File: src/rtl/wb_trap_ctrl.sv
// wb_trap_ctrl: registered write-back stage with a machine-mode trap controller.
//
// Selects the register-file write data for the instruction at this stage,
// commits it (and any CSR write) one cycle later, priority-encodes the
// exception request lines, owns the M-mode trap CSRs and sequences trap
// entry / MRET followed by a fixed-length pipeline drain.
//
// Optional feature macro: WB_IRQ_EN (adds irq_timer_i/irq_ext_i and the
// mie/mip CSRs; interrupts outrank every exception).
//
// Ports:
//   clk_i, rst_i        clock, asynchronous active-low reset
//   valid_i             instruction present at this stage
//   pc_i, instruction_i PC and raw word of that instruction
//   alu_d_i, mem_d_i    ALU result, aligned/extended load data
//   mem_addr_i          effective load/store address (mtval source)
//   csr_wd_i            CSR operand (rs1 value or zero-extended zimm)
//   exc_i[NEXC]         exception requests, bit 0 highest priority
//   rd_o, rf_wd_o, we_rf_o  registered register-file write port
//   trap_o, trap_pc_o   one-cycle fetch redirect and its target
//   flush_o, stall_o    high for DRAIN_CYCLES cycles after a redirect
//
// FSM states:
//   state   | meaning
//   S_RUN   | accepting instructions, may take a trap or MRET
//   S_DRAIN | flushing younger instructions, input ignored
module wb_trap_ctrl #(
  parameter int                NEXC            = 4,
  parameter logic [4*NEXC-1:0] EXC_CAUSES      = {4'd6, 4'd4, 4'd0, 4'd2},
  parameter logic [NEXC-1:0]   MTVAL_ADDR_MASK = 4'b1100,
  parameter logic [31:0]       MTVEC_RESET     = 32'h0000_0100,
  parameter int                DRAIN_CYCLES    = 2
) (
  input  logic            clk_i,
  input  logic            rst_i,
  input  logic            valid_i,
  input  logic [31:0]     pc_i,
  input  logic [31:0]     instruction_i,
  input  logic [31:0]     alu_d_i,
  input  logic [31:0]     mem_d_i,
  input  logic [31:0]     mem_addr_i,
  input  logic [31:0]     csr_wd_i,
  input  logic [NEXC-1:0] exc_i,
`ifdef WB_IRQ_EN
  input  logic            irq_timer_i,
  input  logic            irq_ext_i,
`endif
  output logic [4:0]      rd_o,
  output logic [31:0]     rf_wd_o,
  output logic            we_rf_o,
  output logic            trap_o,
  output logic [31:0]     trap_pc_o,
  output logic            flush_o,
  output logic            stall_o
);

  localparam logic [6:0] OPC_OP     = 7'b0110011;
  localparam logic [6:0] OPC_OP_IMM = 7'b0010011;
  localparam logic [6:0] OPC_LUI    = 7'b0110111;
  localparam logic [6:0] OPC_AUIPC  = 7'b0010111;
  localparam logic [6:0] OPC_LOAD   = 7'b0000011;
  localparam logic [6:0] OPC_JAL    = 7'b1101111;
  localparam logic [6:0] OPC_JALR   = 7'b1100111;
  localparam logic [6:0] OPC_SYSTEM = 7'b1110011;

  localparam logic [31:0] MRET_INSN = 32'h3020_0073;

  localparam logic [11:0] CSR_MSTATUS  = 12'h300;
  localparam logic [11:0] CSR_MTVEC    = 12'h305;
  localparam logic [11:0] CSR_MSCRATCH = 12'h340;
  localparam logic [11:0] CSR_MEPC     = 12'h341;
  localparam logic [11:0] CSR_MCAUSE   = 12'h342;
  localparam logic [11:0] CSR_MTVAL    = 12'h343;
`ifdef WB_IRQ_EN
  localparam logic [11:0] CSR_MIE      = 12'h304;
  localparam logic [11:0] CSR_MIP      = 12'h344;
`endif

  localparam int               CNT_W    = (DRAIN_CYCLES > 1) ? $clog2(DRAIN_CYCLES) : 1;
  localparam logic [CNT_W-1:0] CNT_LOAD = CNT_W'(DRAIN_CYCLES - 1);

  typedef enum logic {S_RUN = 1'b0, S_DRAIN = 1'b1} state_e;

  state_e           state_q, state_d;
  logic [CNT_W-1:0] cnt_q, cnt_d;
  logic             mst_mie_q, mst_mie_d;
  logic             mst_mpie_q, mst_mpie_d;
  logic [31:0]      mtvec_q, mtvec_d;
  logic [31:0]      mscratch_q, mscratch_d;
  logic [31:0]      mepc_q, mepc_d;
  logic [31:0]      mcause_q, mcause_d;
  logic [31:0]      mtval_q, mtval_d;
`ifdef WB_IRQ_EN
  logic             mtie_q, mtie_d;
  logic             meie_q, meie_d;
`endif
  logic [4:0]       rd_q, rd_d;
  logic [31:0]      rf_wd_q, rf_wd_d;
  logic             we_rf_q, we_rf_d;
  logic             trap_q, trap_d;
  logic [31:0]      trap_pc_q, trap_pc_d;
  logic             flush_q, flush_d;
  logic             stall_q, stall_d;

  logic [6:0]  opcode;
  logic [2:0]  funct3;
  logic [4:0]  rd_f, rs1_f;
  logic [11:0] csr_addr;

  assign opcode   = instruction_i[6:0];
  assign rd_f     = instruction_i[11:7];
  assign funct3   = instruction_i[14:12];
  assign rs1_f    = instruction_i[19:15];
  assign csr_addr = instruction_i[31:20];

  // CSR read view
  logic [31:0] csr_rdata;
  logic        csr_known;

  always_comb begin
    csr_rdata = 32'h0;
    csr_known = 1'b1;
    case (csr_addr)
      CSR_MSTATUS:  csr_rdata = {24'h0, mst_mpie_q, 3'b000, mst_mie_q, 3'b000};
      CSR_MTVEC:    csr_rdata = mtvec_q;
      CSR_MSCRATCH: csr_rdata = mscratch_q;
      CSR_MEPC:     csr_rdata = mepc_q;
      CSR_MCAUSE:   csr_rdata = mcause_q;
      CSR_MTVAL:    csr_rdata = mtval_q;
`ifdef WB_IRQ_EN
      CSR_MIE:      csr_rdata = {20'h0, meie_q, 3'b000, mtie_q, 7'h00};
      CSR_MIP:      csr_rdata = {20'h0, irq_ext_i, 3'b000, irq_timer_i, 7'h00};
`endif
      default:      csr_known = 1'b0;
    endcase
  end

  logic        csr_op, csr_illegal, csr_we_req;
  logic [31:0] csr_wdata;

  assign csr_op      = (opcode == OPC_SYSTEM) && (funct3 != 3'b000);
  assign csr_illegal = csr_op && ((funct3 == 3'b100) || !csr_known);
  // Set/clear forms with a zero rs1/zimm field are pure reads.
  assign csr_we_req  = csr_op && !csr_illegal && ((funct3[1:0] == 2'b01) || (rs1_f != 5'd0));

  always_comb begin
    case (funct3[1:0])
      2'b01:   csr_wdata = csr_wd_i;
      2'b10:   csr_wdata = csr_rdata | csr_wd_i;
      2'b11:   csr_wdata = csr_rdata & ~csr_wd_i;
      default: csr_wdata = csr_rdata;
    endcase
  end

  // Exception priority: scan from the top so the lowest active index wins.
  logic       exc_hit, exc_addr;
  logic [3:0] exc_cause;

  always_comb begin
    exc_hit   = 1'b0;
    exc_addr  = 1'b0;
    exc_cause = 4'd0;
    for (int i = NEXC - 1; i >= 0; i--) begin
      if (exc_i[i]) begin
        exc_hit   = 1'b1;
        exc_cause = EXC_CAUSES[4*i +: 4];
        exc_addr  = MTVAL_ADDR_MASK[i];
      end
    end
  end

  logic irq_ext_take, irq_tmr_take;
`ifdef WB_IRQ_EN
  assign irq_ext_take = mst_mie_q && meie_q && irq_ext_i;
  assign irq_tmr_take = mst_mie_q && mtie_q && irq_timer_i;
`else
  assign irq_ext_take = 1'b0;
  assign irq_tmr_take = 1'b0;
`endif

  logic [31:0] trap_cause, trap_val;

  always_comb begin
    if (irq_ext_take) begin
      trap_cause = 32'h8000_000B;
      trap_val   = 32'h0;
    end else if (irq_tmr_take) begin
      trap_cause = 32'h8000_0007;
      trap_val   = 32'h0;
    end else if (exc_hit) begin
      trap_cause = {28'h0, exc_cause};
      trap_val   = exc_addr ? mem_addr_i : instruction_i;
    end else begin
      trap_cause = 32'd2;
      trap_val   = instruction_i;
    end
  end

  logic active, take_trap, take_mret, retire;

  assign active    = valid_i && (state_q == S_RUN);
  assign take_trap = active && (irq_ext_take || irq_tmr_take || exc_hit || csr_illegal);
  assign take_mret = active && !take_trap && (instruction_i == MRET_INSN);
  assign retire    = active && !take_trap;

  // Write-back data select
  logic        rf_writes;
  logic [31:0] rf_data;

  always_comb begin
    rf_writes = 1'b1;
    rf_data   = 32'h0;
    case (opcode)
      OPC_OP, OPC_OP_IMM, OPC_LUI, OPC_AUIPC: rf_data = alu_d_i;
      OPC_LOAD:                               rf_data = mem_d_i;
      OPC_JAL, OPC_JALR:                      rf_data = pc_i + 32'd4;
      OPC_SYSTEM: begin
        rf_writes = csr_op;
        rf_data   = csr_rdata;
      end
      default:                                rf_writes = 1'b0;
    endcase
  end

  always_comb begin
    state_d    = state_q;
    cnt_d      = cnt_q;
    mst_mie_d  = mst_mie_q;
    mst_mpie_d = mst_mpie_q;
    mtvec_d    = mtvec_q;
    mscratch_d = mscratch_q;
    mepc_d     = mepc_q;
    mcause_d   = mcause_q;
    mtval_d    = mtval_q;
`ifdef WB_IRQ_EN
    mtie_d     = mtie_q;
    meie_d     = meie_q;
`endif
    rd_d       = rd_q;
    rf_wd_d    = rf_wd_q;
    we_rf_d    = 1'b0;
    trap_d     = 1'b0;
    trap_pc_d  = trap_pc_q;
    flush_d    = 1'b0;
    stall_d    = 1'b0;

    case (state_q)
      S_RUN: begin
        if (take_trap) begin
          mepc_d     = {pc_i[31:2], 2'b00};
          mcause_d   = trap_cause;
          mtval_d    = trap_val;
          mst_mpie_d = mst_mie_q;
          mst_mie_d  = 1'b0;
          trap_d     = 1'b1;
          trap_pc_d  = mtvec_q;
        end else if (take_mret) begin
          mst_mie_d  = mst_mpie_q;
          mst_mpie_d = 1'b1;
          trap_d     = 1'b1;
          trap_pc_d  = mepc_q;
        end else if (retire) begin
          if (rf_writes && (rd_f != 5'd0)) begin
            we_rf_d = 1'b1;
            rd_d    = rd_f;
            rf_wd_d = rf_data;
          end
          if (csr_we_req) begin
            case (csr_addr)
              CSR_MSTATUS: begin
                mst_mie_d  = csr_wdata[3];
                mst_mpie_d = csr_wdata[7];
              end
              CSR_MTVEC:    mtvec_d    = {csr_wdata[31:2], 2'b00};
              CSR_MSCRATCH: mscratch_d = csr_wdata;
              CSR_MEPC:     mepc_d     = {csr_wdata[31:2], 2'b00};
              CSR_MCAUSE:   mcause_d   = csr_wdata;
              CSR_MTVAL:    mtval_d    = csr_wdata;
`ifdef WB_IRQ_EN
              CSR_MIE: begin
                mtie_d = csr_wdata[7];
                meie_d = csr_wdata[11];
              end
`endif
              default: ;
            endcase
          end
        end
        if (take_trap || take_mret) begin
          state_d = S_DRAIN;
          cnt_d   = CNT_LOAD;
          flush_d = 1'b1;
          stall_d = 1'b1;
        end
      end
      S_DRAIN: begin
        if (cnt_q == '0) begin
          state_d = S_RUN;
        end else begin
          cnt_d   = cnt_q - 1'b1;
          flush_d = 1'b1;
          stall_d = 1'b1;
        end
      end
      default: state_d = S_RUN;
    endcase
  end

  always_ff @(posedge clk_i or negedge rst_i) begin
    if (!rst_i) begin
      state_q    <= S_RUN;
      cnt_q      <= '0;
      mst_mie_q  <= 1'b0;
      mst_mpie_q <= 1'b0;
      mtvec_q    <= {MTVEC_RESET[31:2], 2'b00};
      mscratch_q <= 32'h0;
      mepc_q     <= 32'h0;
      mcause_q   <= 32'h0;
      mtval_q    <= 32'h0;
`ifdef WB_IRQ_EN
      mtie_q     <= 1'b0;
      meie_q     <= 1'b0;
`endif
      rd_q       <= 5'd0;
      rf_wd_q    <= 32'h0;
      we_rf_q    <= 1'b0;
      trap_q     <= 1'b0;
      trap_pc_q  <= 32'h0;
      flush_q    <= 1'b0;
      stall_q    <= 1'b0;
    end else begin
      state_q    <= state_d;
      cnt_q      <= cnt_d;
      mst_mie_q  <= mst_mie_d;
      mst_mpie_q <= mst_mpie_d;
      mtvec_q    <= mtvec_d;
      mscratch_q <= mscratch_d;
      mepc_q     <= mepc_d;
      mcause_q   <= mcause_d;
      mtval_q    <= mtval_d;
`ifdef WB_IRQ_EN
      mtie_q     <= mtie_d;
      meie_q     <= meie_d;
`endif
      rd_q       <= rd_d;
      rf_wd_q    <= rf_wd_d;
      we_rf_q    <= we_rf_d;
      trap_q     <= trap_d;
      trap_pc_q  <= trap_pc_d;
      flush_q    <= flush_d;
      stall_q    <= stall_d;
    end
  end

  assign rd_o      = rd_q;
  assign rf_wd_o   = rf_wd_q;
  assign we_rf_o   = we_rf_q;
  assign trap_o    = trap_q;
  assign trap_pc_o = trap_pc_q;
  assign flush_o   = flush_q;
  assign stall_o   = stall_q;

endmodule

File: config.mk
export PLATFORM = sky130hd
export DESIGN_NAME = wb_trap_ctrl
export DESIGN_NICKNAME = d
export VERILOG_FILES = /design/src/rtl/wb_trap_ctrl.sv
export SDC_FILE = /design/constraint.sdc
export NUM_CORES = 1
export LEC_CHECK = 0
export ABC_CLOCK_PERIOD_IN_PS = 4100
export BUFFER_PORTS_ARGS = -buffer_cell sky130_fd_sc_hd__buf_2
export CORE_MARGIN = 3
export CORE_UTILIZATION = 55
export DETAILED_ROUTE_END_ITERATION = 7
export GPL_TIMING_DRIVEN = 0
export PLACE_DENSITY = 0.8
export SYNTH_ARGS = -nofsm -noshare
export SYNTH_HDL_FRONTEND = slang
export SYNTH_SLANG_ARGS = --single-unit
File: constraint.sdc
create_clock -name clk_i -period 4.1 [get_ports clk_i]
set_input_delay 0.41 -clock clk_i [delete_from_list [all_inputs] [get_ports clk_i]]
set_output_delay 0.41 -clock clk_i [all_outputs]
set_load 0.01 [all_outputs]
* Word level (Yosys, flattened, before mapping)
Index checks and enable logic that the tools add are counted.
Cells by class: add/sub/neg operators 2, eq/ne operators 21, multiplexer cells 59, bitwise gates (word level) 6, reduce and logical (&&, ||, !) cells 40
Operator list (count):
- 32-bit 2-to-1 mux | 19
- 32-bit one-hot mux with 6 select lines | 1
- 32-bit one-hot mux with 4 select lines | 1
- 32-bit one-hot mux with 3 select lines | 1
- 12-bit by 10-bit == test with 1-bit output, second input constant | 6
- 32-bit by 3-bit adder with 32-bit output, second input constant | 1
- 32-bit AND | 1
- 32-bit by 30-bit == test with 1-bit output, second input constant | 1
- 32-bit NOT | 1
- 32-bit OR | 1
- 1-bit 2-to-1 mux | 29
- 7-bit == test, second input constant | 3
- 5-bit AND reduction | 4
- 4-bit 2-to-1 mux | 4
- 7-bit by 5-bit == test with 1-bit output, second input constant | 2
- 7-bit by 6-bit == test with 1-bit output, second input constant | 2
- 6-bit AND reduction | 2
- 2-bit nonzero test | 6
- 3-bit nonzero test | 4
- 5-bit nonzero test | 2
- 1-bit logical AND | 9
- 7-bit by 2-bit == test with 1-bit output, second input constant | 1
- 7-bit OR reduction | 1
- 1-bit one-hot mux with 2 select lines | 3
- other kinds (15) | 23
Storage, ports and cells: register bits 233, input port bits 199, output and inout port bits 73, word-level logic and storage cells 142

* Logic depth before layout (Yosys ltp)
depth in word-level cells 14, mapped depth 10, mapped depth without buffers 7

* Worst setup path before layout
Ideal clock, no wire load.
path type input port to flip-flop, start input port instruction_i[24], end register rd_q[3] (netlist: rd_o[3]), library setup time 0.127 ns, arrival time 2.581 ns, data required time 3.973 ns, setup slack 1.392 ns, stages 9, buffers on the path 4, cells stage by stage or4b_1 buf_2 or4_4 buf_6 nor3b_1 o21a_1 buf_4 buf_6 mux2_1
On the way: longest elaborated chain between the ends 13, elaborated cells between the ends (all ways) 20, those cells by class eq/ne: 7; mux: 1; bitwise: 2; reduce/logical: 10
Ends and longest elaborated chain:
- start, declared | line 38 | input logic [31:0] instruction_i,
- 12-bit by 10-bit == test with 1-bit output | line 123 | case (csr_addr)
- 6-bit OR reduction (no source line)
- 1-bit 2-to-1 mux | line 123
- 1-bit logical NOT | line 142 | assign csr_illegal = csr_op && ((funct3 == 3'b100) || !csr_known);
- 1-bit logical OR | line 142
- 1-bit logical AND | line 142
- 1-bit logical OR | line 202 | assign take_trap = active && (irq_ext_take || irq_tmr_take || exc_hit || csr_illegal);
- 1-bit logical AND | line 202
- 1-bit logical NOT | line 203, 204
- 1-bit logical AND | line 203, 204
- 1-bit logical AND | line 203 | assign take_mret = active && !take_trap && (instruction_i == MRET_INSN);
- 1-bit NOT (no source line)
- 5-bit AND reduction (no source line) *
- end signal, assigned | line 345 | rd_q <= rd_d;
- end, declared | line 97 | logic [4:0] rd_q, rd_d;
Every way passes the cells marked *; elsewhere a longest branch is shown, timed or not. A chain may end at the register's enable or synchronous reset.

* Worst setup path after layout
start input port instruction_i[20], end register mscratch_q[15]
On the way: longest elaborated chain between the ends 13, elaborated cells between the ends (all ways) 27, those cells by class eq/ne: 7; mux: 3; bitwise: 4; reduce/logical: 13
Ends and longest elaborated chain:
- 12-bit by 10-bit == test with 1-bit output, on equally long branches | line 123, 269
- 6-bit OR reduction (no source line)
- 1-bit 2-to-1 mux | line 123
- 1-bit logical NOT | line 142
- 1-bit logical OR | line 142
- 1-bit logical AND | line 142
- 1-bit logical OR | line 202
- 1-bit logical AND | line 202
- 1-bit logical NOT | line 203, 204
- 1-bit logical AND | line 203, 204
- 1-bit logical AND | line 203
- 1-bit NOT (no source line)
- 6-bit AND reduction (no source line)
- end signal, assigned | line 337 | mscratch_q <= mscratch_d;
- end, declared | line 89 | logic [31:0] mscratch_q, mscratch_d;
Parallel ways exist; a longest one is shown, timed or not.

==> flow_metrics.env <==
export IMPL_die_x_um=163
export IMPL_cts_resized=0
export IMPL_p_leak_nw=7.21
export IMPL_r2r_start="stall_o"
export IMPL_cts_htree_levels=1
export IMPL_path_clk_slew_ps=70
export IMPL_drt_first_pass_iters=6
export IMPL_postCtsSetupBuffers=0
export IMPL_reg2reg_depth=7
export IMPL_synth_most_common_cell="dfrtp_1"
export IMPL_synthTopCellsByArea="dfrtp_1, mux2i_1, nand2_1, a21oi_1, o21ai_0"
export IMPL_n_fill_cell=1963
export IMPL_synth_seq_cells=229
export IMPL_synth_top_cell_area_share=0.422
export IMPL_rsz0062_at_grt="no"
export IMPL_start_util=0.567
export IMPL_grt_pass1_wl_mm=91.9
export IMPL_holdPathEnd="rd_o[1]"
export IMPL_tightest_slew_ps=1450
export IMPL_grtUsageTotal=0.473
export IMPL_ant_nets=0
export IMPL_ys_types=81
export IMPL_grt_pass1_vias=14400
export IMPL_power_frac_seq=0.415
export IMPL_gp_congestion=1.02
export IMPL_synth_top_family_by_area="compound AO/OA/AOI/OAI gates"
export IMPL_diodes=0
export IMPL_cap_violations=0
export IMPL_swShare=0.348
export IMPL_final_util=0.681
export IMPL_cts_sinks=229
export IMPL_synthXorXnorAreaFrac=0.0370
export IMPL_crit_path_top_delay_cell="buf_1"
export IMPL_p_comb_frac=0.262
export IMPL_syn2layout_area_growth_pct=20.2
export IMPL_gr_total_overflow=0
export IMPL_ys_seq_area_frac=0.424
export IMPL_drive_gt1_frac=0.218
export IMPL_die_y_um=163
export IMPL_async_flop_share=1.00
export IMPL_yosys_warnings=0
export IMPL_peakVddDrop_v=0.000437
export IMPL_placed_area_um2=15300
export IMPL_port_buffer_count=266
export IMPL_cp_required_ps=4570
export IMPL_worstSetupStartpointType="input port"
export IMPL_viasPerCell=7.05
export IMPL_final_nets=2007
export IMPL_muxShareOfSynthArea=0.0749
export IMPL_cts_buffer_depth=3
export IMPL_vias=15100
export IMPL_rows=56
export IMPL_synth_area_um2=13500
export IMPL_place_hpwl_mm=47.3
export IMPL_outcome="completed"
export IMPL_ios=272
export IMPL_clock_latency_ps=560
export IMPL_root_buffer="clkbuf_16"
export IMPL_wire_per_inst_um=30.1
export IMPL_slowest_delay_ps=930
export IMPL_synth_area_leader_cell="dfrtp_1"
export IMPL_hp_class="input port to flip-flop"
export IMPL_arrival_ps=4500
export IMPL_cts_tree="yes"
export IMPL_antenna_found_initial=2
export IMPL_internal_power_mw=4.82
export IMPL_maxSlewViolCount=0
export IMPL_cts_buffers=26
export IMPL_slew_headroom=0.0266
export IMPL_min_period_over_period=0.982
export IMPL_yosys_top_cells_count="dfrtp_1, nand2_1, nor2_1, a21oi_1, o21ai_0"
export IMPL_clkPwrFrac=0.323
export IMPL_drtIter0Drc=2222
export IMPL_power_density_nw_per_um2=455
export IMPL_path_class="input port to flip-flop"
export IMPL_worst_path_dominant_cell_family="buffers and inverters"
export IMPL_synth_compound_area_frac=0.221
export IMPL_critPathMaxFanout=10
export IMPL_critical_path_endpoint_type="flip-flop"
export IMPL_fin_skew_ps=24.9
export IMPL_syn_area_per_cell_um2=8.99
export IMPL_min_path_cells=2
export IMPL_die_area_um2=26500
export IMPL_crit_path_cell_trace="buf_2 -> clkbuf_1 -> buf_1 -> buf_1 -> mux2i_1 -> o211ai_1 -> o21ai_0 -> o21ai_0"
export IMPL_wirelength_mm=64.5
export IMPL_period_needed_ps=4030
export IMPL_final_hold_viol_count=0
export IMPL_synth_edf_count=0
export IMPL_yosys_area_share_simple=0.196
export IMPL_synthAdderAreaFrac=0.000926
export IMPL_switching_power_mw=2.57
export IMPL_drc=0
export IMPL_yosys_most_used_dff="dfrtp_1"
export IMPL_worstHoldStart="instruction_i[8]"
export IMPL_core_area_um2=23800
export IMPL_grt_start_max_net_pins=86
export IMPL_syn_inst=1503
export IMPL_r2r_setup_slack_ps=650
export IMPL_fmax_mhz=248
export IMPL_setup_viol=0
export IMPL_timing_rr_end="trap_pc_o[5]"
export IMPL_final_area_um2=16200
export IMPL_cp_num_buf_inv=4
[final cells by class]
class                   instances  area [µm²]  share of cell area
plain buffers                 125         562              0.0346
clock buffers                  39         779              0.0480
clock inverters                 9        85.1             0.00524
inverters                      17        63.8             0.00393
multi-input cells            1133        7170               0.442
flip-flops and latches        229        5730               0.353
well taps                     319         399              0.0246
repair buffers                275        1440              0.0886
[kinds of logic (layout without fill, tap and decap cells)]
logic type | after synthesis | count (layout)
other | 1 | 2
AOI/OAI and AO/OA | 454 | 454
muxes | 99 | 99
adders and majority gates | 1 | 1
buffers and inverters | 142 | 465
xor gates and xnor gates | 57 | 57
DFF | 229 | 229
and+or+nand+nor | 520 | 520
[registers in the layout (all words and copies together) (netlist names)]
| name | flops |
|---|---|
| cnt_q | 1 |
| mcause_q | 32 |
| mepc_q | 30 |
| mscratch_q | 32 |
| mst_mie_q | 1 |
| mst_mpie_q | 1 |
| mtval_q | 32 |
| mtvec_q | 30 |
| rd_o | 5 |
| rf_wd_o | 32 |
| stall_o | 1 |
| trap_o | 1 |
| trap_pc_o | 30 |
| we_rf_o | 1 |
[repair_timing]
action	CTS	global route
hold buffers	1	0
endpoints found under the setup margin	0	0
hold endpoints to repair	70	0
[per-stage QoR]
step	setup TNS (ps)	total power, mW	std cells	hold WS [ps]	setup WS (ps)
floorplan	0	4.05	1504	114	1390
CTS	0	7.28	2145	133	165
global placement	-335880	4.87	2089	459	-1420
global route	0	7.59	2146	144	139
detailed placement	-21030	4.94	2096	433	-374
finish	0	7.39	2146	139	73.0
[placed cells by master, fill, tap and decap left out, drive strengths merged, types with 26 or more instances in the layout]
master	count
buf	322
dfrtp	228
nand2	194
o21ai	137
clkbuf	116
nor2	109
a21oi	92
mux2i	82
xnor2	34
nor4	33
nand4	26
a31oi	26
[worst reg2reg max path: stages, from the launching register on]
cell and delay (ps):
dfrtp_1 570, nor2b_1 130, buf_1 300, o211ai_1 250
clkbuf_1 480, clkbuf_1 670, buf_1 740, a21oi_1 150
[power by group through the flow]
stage	Combinational [mW]	Clock (mW)	Sequential, mW
finish	1.93	2.39	3.07
global route	2.06	2.44	3.10
CTS	1.87	2.35	3.05
detailed placement	1.86	0	3.08
global placement	1.81	0	3.06
floorplan	0.996	0	3.05
[routing by layer]
metal | GRT usage | vias to the layer above | routed length (µm)
met3 | 0.195 | 300 | 10600
met4 | 0.227 | 2 | 4000
li1 | - | 6210 | -
met5 | 0 | - | 13
met1 | 0.600 | 7243 | 22700
met2 | 0.704 | 1374 | 27100
[worst max-delay path by stage]
stage          depth (start not counted)               from              to
2_1_floorplan                          9  instruction_i[24]         rd_o[3]
3_3_place_gp                           1              rst_i      mtval_q[5]
3_5_place_dp                           8  instruction_i[24]    trap_pc_o[5]
4_1_cts                                8  instruction_i[24]    trap_pc_o[5]
5_1_grt                                8  instruction_i[20]     mtvec_q[15]
6_report                               8  instruction_i[20]  mscratch_q[15]
No activity file was read; power rests on OpenSTA's default activity.
